$ cat src/rtl/tx_fifo.sv
// Transmit-path byte FIFO between Int_Tx and the UART transmitter.
// The head byte is shown ahead of the pop, and the flags and occupancy are registered.
module tx_fifo #(
    parameter int B = 8,
    parameter int W = 4
) (
    input  logic         CLK,
    input  logic         RESET,
    input  logic         WR_FIFO,
    input  logic [B-1:0] data_fifo,
    input  logic         RD_FIFO,
    output logic         fifo_full,
    output logic         fifo_empty,
    output logic [B-1:0] dout,
    output logic [W:0]   count,
    output logic         overflow,
    output logic         underflow
);

    localparam int         DEPTH      = 2 ** W;
    localparam logic [W:0] FULL_COUNT = (W + 1)'(DEPTH);
    localparam logic [W:0] ONE_COUNT  = (W + 1)'(1);
    localparam logic [W-1:0] ONE_PTR  = W'(1);

    logic [B-1:0] mem_q [DEPTH];

    logic [W-1:0] wr_ptr_q, wr_ptr_d;
    logic [W-1:0] rd_ptr_q, rd_ptr_d;
    logic [W:0]   count_q, count_d;
    logic         full_q, full_d;
    logic         empty_q, empty_d;
    logic         overflow_q, overflow_d;
    logic         underflow_q, underflow_d;
    logic         wr_en_s;
    logic         rd_en_s;

    // Accept decisions and all next-state values.
    always_comb begin
        // A full FIFO still accepts a write when a pop frees the slot in the same cycle.
        // An empty FIFO ignores the pop, so a byte never falls through in the cycle it is written.
        wr_en_s     = WR_FIFO & (~full_q | RD_FIFO);
        rd_en_s     = RD_FIFO & ~empty_q;
        overflow_d  = WR_FIFO & full_q & ~RD_FIFO;
        underflow_d = RD_FIFO & empty_q;

        if (wr_en_s) begin
            wr_ptr_d = wr_ptr_q + ONE_PTR;
        end else begin
            wr_ptr_d = wr_ptr_q;
        end

        if (rd_en_s) begin
            rd_ptr_d = rd_ptr_q + ONE_PTR;
        end else begin
            rd_ptr_d = rd_ptr_q;
        end

        case ({wr_en_s, rd_en_s})
            2'b10:   count_d = count_q + ONE_COUNT;
            2'b01:   count_d = count_q - ONE_COUNT;
            default: count_d = count_q;
        endcase

        full_d  = (count_d == FULL_COUNT);
        empty_d = (count_d == {(W + 1){1'b0}});
    end

    // Pointer, occupancy and flag registers.
    always_ff @(posedge CLK or negedge RESET) begin
        if (!RESET) begin
            wr_ptr_q    <= {W{1'b0}};
            rd_ptr_q    <= {W{1'b0}};
            count_q     <= {(W + 1){1'b0}};
            full_q      <= 1'b0;
            empty_q     <= 1'b1;
            overflow_q  <= 1'b0;
            underflow_q <= 1'b0;
        end else begin
            wr_ptr_q    <= wr_ptr_d;
            rd_ptr_q    <= rd_ptr_d;
            count_q     <= count_d;
            full_q      <= full_d;
            empty_q     <= empty_d;
            overflow_q  <= overflow_d;
            underflow_q <= underflow_d;
        end
    end

    // Storage array; its contents need no reset because the pointers define what is valid.
    always_ff @(posedge CLK) begin
        if (wr_en_s) begin
            mem_q[wr_ptr_q] <= data_fifo;
        end
    end

    assign dout       = mem_q[rd_ptr_q];
    assign count      = count_q;
    assign fifo_full  = full_q;
    assign fifo_empty = empty_q;
    assign overflow   = overflow_q;
    assign underflow  = underflow_q;

endmodule

$ cat config.mk
export PLATFORM = sky130hd
export DESIGN_NAME = tx_fifo
export DESIGN_NICKNAME = d
export VERILOG_FILES = /design/src/rtl/tx_fifo.sv
export SDC_FILE = /design/constraint.sdc
export NUM_CORES = 1
export LEC_CHECK = 0
export BUFFER_PORTS_ARGS = -buffer_cell sky130_fd_sc_hd__buf_2
export CAP_MARGIN = 20
export CORE_UTILIZATION = 45
export DETAILED_ROUTE_END_ITERATION = 7
export HOLD_SLACK_MARGIN = 0.1
export PLACE_DENSITY_LB_ADDON = 0.3
export SLEW_MARGIN = 15
export SYNTH_ARGS = -nofsm -noshare
export SYNTH_HDL_FRONTEND = slang
export SYNTH_SLANG_ARGS = --single-unit
$ cat constraint.sdc
create_clock -name CLK -period 3 [get_ports CLK]
set_input_delay 0 -clock CLK [delete_from_list [all_inputs] [get_ports CLK]]
set_output_delay 0 -clock CLK [all_outputs]
set_load 0.01 [all_outputs]
---- Yosys cells after proc, flatten, opt, wreduce, memory -nomap -nowiden ----
Memories as Yosys holds them, arrays and structs flattened.
Cells that the tools add are included.
storage, ports and cells
  register bits after elaboration ......... 17
  memory bits (writable) .................. 128
  bits of input ports ..................... 12
  output and inout port bits .............. 17
  word-level logic and storage cells ...... 28
  memories kept ........................... 1
operators by class
  add/sub/neg operators ................... 4
  eq/ne operators ......................... 3
  muxes and demuxes ....................... 3
  bitwise gates (word level) .............. 9
  reductions and logical operators ........ 1
memory list
  memory  depth  width  rd ports  clocked after Yosys merged registers in  write ports  RTL line  source
  mem_q   16     8      1         0                                        1            25        logic [B-1:0] mem_q [DEPTH];
operator list
  cell                 count
  $pmux 5 s2           1
  $add 4x1->4 const B  2
  $add 5x1->5 const B  1
  $and 1x1->1          5
  $eq 5x5->1 const B   1
  $logic_not 5->1      1
  $sub 5x1->5 const B  1
  $not 1->1            3
  $eq 2x1->1 const B   1
  $eq 2x2->1 const B   1
  $mux 1               2
  $or 1x1->1           1

---- Longest topological paths before layout ----
  depth in word-level cells ............... 6
  gate-level depth with buffers ........... 10
  mapped depth without buffers ............ 9

---- Least setup slack after synthesis ----
No wires, ideal clock.
  path kind ............................... register -> register
  start point ............................. register full_q (netlist: fifo_full)
  end point ............................... register full_q (netlist: fifo_full)
  setup time .............................. 132 ps
  arrival time ............................ 2,255 ps
  required time ........................... 2,868 ps
  path slack .............................. 614 ps
  stages on the path, launching flop included .. 10
  path buffers ............................ 1
  period minus slack after synthesis ...... 2,386 ps
  cell sequence ........................... dfrtp_1 -> nand2b_1 -> and2_1 -> clkbuf_1 -> inv_1 -> ha_1 -> or4b_1 -> o2111ai_1 -> xor2_1 -> nor3b_2
between the ends
  word-level cells in the longest chain between the ends .. 6
  elaborated cells on any way between the ends .. 7
  those cells by class .................... 3 x eq/ne; 1 x mux; 3 x bitwise
ends and longest elaborated chain
  element                                   RTL line  source
  start: declaration                        30        logic full_q, full_d;
  start signal: assignment                  82        full_q <= full_d;
  $not 1->1 (*)                             41        wr_en_s = WR_FIFO & (~full_q | RD_FIFO);
  $or 1x1->1 (*)                            41
  $and 1x1->1 (*)                           41
  $eq 2x1->1 or $eq 2x2->1 (tied branches)  58        case ({wr_en_s, rd_en_s})
  $pmux 5 s2 (*)                            58
  named net count_d[3]                      29        logic [W:0] count_q, count_d;
  $eq 5x5->1 (*)                            64        full_d = (count_d == FULL_COUNT);
  named net full_d                          30
The timed path passes the listed nets; every way through them passes the cells marked *.
A chain may end at the register's enable or synchronous reset.

---- Worst setup path in the final report ----
  start point ............................. register rd_ptr_q[0]
  end point ............................... output dout[5]
between the ends
  word-level cells in the longest chain between the ends .. 1
ends and longest elaborated chain
  element                   RTL line  source
  start: declaration        28        logic [W-1:0] rd_ptr_q, rd_ptr_d;
  start signal: assignment  72        rd_ptr_q <= {W{1'b0}};
  start signal: assignment  80        rd_ptr_q <= rd_ptr_d;
  $mem_v2 16x8              -
  end: declaration          14        output logic [B-1:0] dout,
No other way between the ends.

==> flow_summary.json <==
{
  "slowest_stage": "sky130_fd_sc_hd__dfrtp_2",
  "multi_input_area_sq_um": 1574,
  "pin_count_of_the_biggest_net_entering_global_routing": 36,
  "finClkSkew_ns": 0.009039,
  "number_of_vias_per_cell": 5.385,
  "hold_path_class": "in -> reg",
  "post_cts.resized_instances": 0,
  "critical_path_arrival_ns": 2.61,
  "boundaryPins": 29,
  "area_growth_pct": 19.89,
  "layout_min_cycle_time_ns": 2.612,
  "globalRoute.busiestLayer": "met2",
  "synth_ff_type": "sky130_fd_sc_hd__edfxtp_1",
  "core_area_sq_um": 12770,
  "tritoncts_buffers": 17,
  "die_area_sq_um": 13700,
  "synth_seq_cells": 145,
  "static-leakage-power_nw": 2.548,
  "antenna_cells": 0,
  "rsz_0062_raised_after_global_routing": "no",
  "crit_path_start_kind": "flop",
  "grt_usage_pct": 18.37,
  "drive_above_1_share_pct": 26.32,
  "yosys-top-cells-area": "sky130_fd_sc_hd__edfxtp_1 (65%), sky130_fd_sc_hd__mux4_1 (13%), sky130_fd_sc_hd__dfrtp_1 (6.7%)",
  "synthesis.instances": 285,
  "portBuffers": 28,
  "synth_top_cell_by_area": "sky130_fd_sc_hd__edfxtp_1",
  "final_nets": 367,
  "power.density_nw_per_um2": 948.3,
  "vdd_drop_max_v": 0.0004939,
  "report.power.total_w": 0.006774,
  "floorplan_row_count": 41,
  "detail_route.first_pass.iterations": 4,
  "tightestPinTransition_ns": 0.7553,
  "tritoncts": "yes",
  "grt_overflow": 0,
  "gp_routability_congestion": 0.6946,
  "required_ns": 3.00,
  "nFillCells": 948,
  "finalHoldViolCount": 0,
  "cp_top_family": "multiplexers",
  "route.detailed.wl_per_inst_microns": 20.84,
  "dieHeight_microns": 117.1,
  "synthesis.area_sq_um": 5958,
  "gr-usage-met1_pct": 23.22,
  "num_vias": 2870,
  "clock_latency_on_the_worst_skew_pair_ns": 0.42,
  "sequential_cell_area_sq_um": 4272,
  "timing.critical_path.fanout_max": 20,
  "fin_tns_setup_ns": 0,
  "min_period_over_period_pct": 87.08,
  "cp_slowest_stage_delay_ns": 0.67,
  "achievable-frequency_mhz": 382.8,
  "grt_antenna_before_repair": 0,
  "number_of_setup_violations_in_the_final_report": 0,
  "total_of_warnings_raised_by_yosys": 0,
  "yosysMostFrequentCell": "sky130_fd_sc_hd__edfxtp_1",
  "die_width_microns": 117.1,
  "post_synth_most_frequent_cells": "sky130_fd_sc_hd__edfxtp_1 (128), sky130_fd_sc_hd__mux4_1 (30), sky130_fd_sc_hd__dfrtp_1 (16)",
  "synthDominantCellAreaShare_pct": 64.51,
  "cap_viol_max_count": 0,
  "cts_htree_levels": 4,
  "netlist-cell-type-count": 37,
  "cts_sinks": 145,
  "dp_hpwl_mm": 7.011,
  "drt_drc_violations_left": 0,
  "effective_utilization_at_floorplan_pct": 46.65,
  "cts_root_buf": "sky130_fd_sc_hd__clkbuf_16",
  "critical_path_buf_inv_count": 2,
  "timing_max_transition_violations_final": 0,
  "mappedNetlistNets": 304,
  "syn_area_per_cell_sq_um": 20.91,
  "crit_type": "reg -> out",
  "endpoint_kind": "output pin",
  "first_iter_violations": 278,
  "first_global_vias": 2848,
  "global_route.usage.met2_pct": 30.41,
  "cts_buffer_depth": 2,
  "grt_pass1_wl_mm": 16.94,
  "synthArstFlopShare_pct": 11.72,
  "run_status": "finished, final reports clean",
  "synth_edf_count": 128,
  "routed_wire_length_mm": 11.11,
  "timing.slew.headroom_pct": 49.48,
  "grt_util_met3_pct": 4.531,
  "clk_pin_slew_ns": 0.06,
  "route.antenna.remaining_nets": 0,
  "sequential_area_share_after_synthesis_pct": 71.67,
  "crit_path_cell_trace": "buf_12 > mux4_1 > mux4_2 > buf_2"
}
-- metal layers --
| layer | vias to the layer above | part of all wire (%) |
|---|---|---|
| met5 | - | 0 |
| met4 | 0 | 1.9 |
| met3 | 18 | 2.9 |
| met2 | 52 | 52 |
| met1 | 1497 | 44 |
| li1 | 1303 | - |
-- flip-flops by register name, indices dropped and copies added (netlist names) --
register,cells
wr_ptr_q,4
overflow,1
mem_q,128
underflow,1
count,5
fifo_full,1
fifo_empty,1
rd_ptr_q,4
-- cell type report --
| cell class | count | share of cell area, % |
|---|---|---|
| clock buffers | 17 | 5.956 |
| well taps | 172 | 3.013 |
| repair buffers | 59 | 5.850 |
| multi-input cells | 119 | 22.04 |
| clock inverters | 15 | 3.030 |
| inverters | 6 | 0.3153 |
| flip-flops and latches | 145 | 59.80 |
-- timing repair --
| action | 4_1_cts | 5_1_grt |
|---|---|---|
| endpoints found under the hold margin | 150 | 0 |
| hold buffers | 13 | 0 |
| buffers inserted | 0 | 0 |
-- path summary, 6_finish.rpt --
check / end / cells past startpoint / slack, ns / start
worst min-delay path: underflow$_DFF_PN0_ / 3 / 0.36 / RD_FIFO
worst max-delay path: dout[5] / 4 / 0.39 / rd_ptr_q[0]$_DFFE_PN0P_
max in group asynchronous: rd_ptr_q[0]$_DFFE_PN0P_ / 4 / 1.20 / RESET
worst max register to register: fifo_full$_DFF_PN0_ / 8 / 0.59 / fifo_full$_DFF_PN0_
worst min register to register: count[4]$_DFF_PN0_ / 1 / 0.53 / count[4]$_DFF_PN0_
min in group asynchronous: fifo_empty$_DFF_PN1_ / 3 / 0.60 / RESET
-- logic make-up after synthesis --
group / Yosys count / share of synthesized area (%)
AOI/OAI and AO/OA: 7 / 0.7771
xor gates and xnor gates: 12 / 1.764
adders and majority gates: 7 / 1.470
buffers and inverters: 21 / 1.911
DFF: 145 / 71.67
muxes: 44 / 17.74
and+or+nand+nor: 49 / 4.662
-- placed cells by master (no fill, tap or decap), drive strengths merged, types with 6 or more instances in the layout --
cell	instances
xnor2	7
clkbuf	17
ha	7
clkinv	6
mux4	40
buf	46
nor3	7
dfrtp	16
edfxtp	128
nand2	7
inv	6
dlygate4sd3	13
nor2	15
-- power by group --
part	switching (W)	total, W	internal [W]
combinational	0.000819	0.00175	0.000929
sequential	0.000287	0.00277	0.00248
clock	0.000789	0.00226	0.00147
total	0.00190	0.00677	0.00488
-- worst reg2reg max path, cell delays in order (launching register included) --
cell,delay [ns]
sky130_fd_sc_hd__dfrtp_1,0.37
sky130_fd_sc_hd__nand2b_1,0.08
sky130_fd_sc_hd__and2_1,0.31
sky130_fd_sc_hd__inv_1,0.08
sky130_fd_sc_hd__ha_1,0.38
sky130_fd_sc_hd__or4b_1,0.55
sky130_fd_sc_hd__o2111ai_1,0.14
sky130_fd_sc_hd__xor2_1,0.30
sky130_fd_sc_hd__nor3b_2,0.08
-- through the flow --
stage                     setup WS (ns)  util, %  cells  instance area (sq um)  hold slack (ns)
final                            0.3875    55.92    533                   7143           0.3587
after global routing             0.3096    55.92    533                   7143           0.3845
after CTS                        0.3243    55.92    533                   7143           0.3580
after detailed placement         0.5662    49.88    488                   6371         -0.05091
after global placement           0.6752    49.88    488                   6371         -0.05328
after floorplan                  0.6136        -    285                   5958          -0.2956
Note: power is estimated with default switching activity, not from simulation.
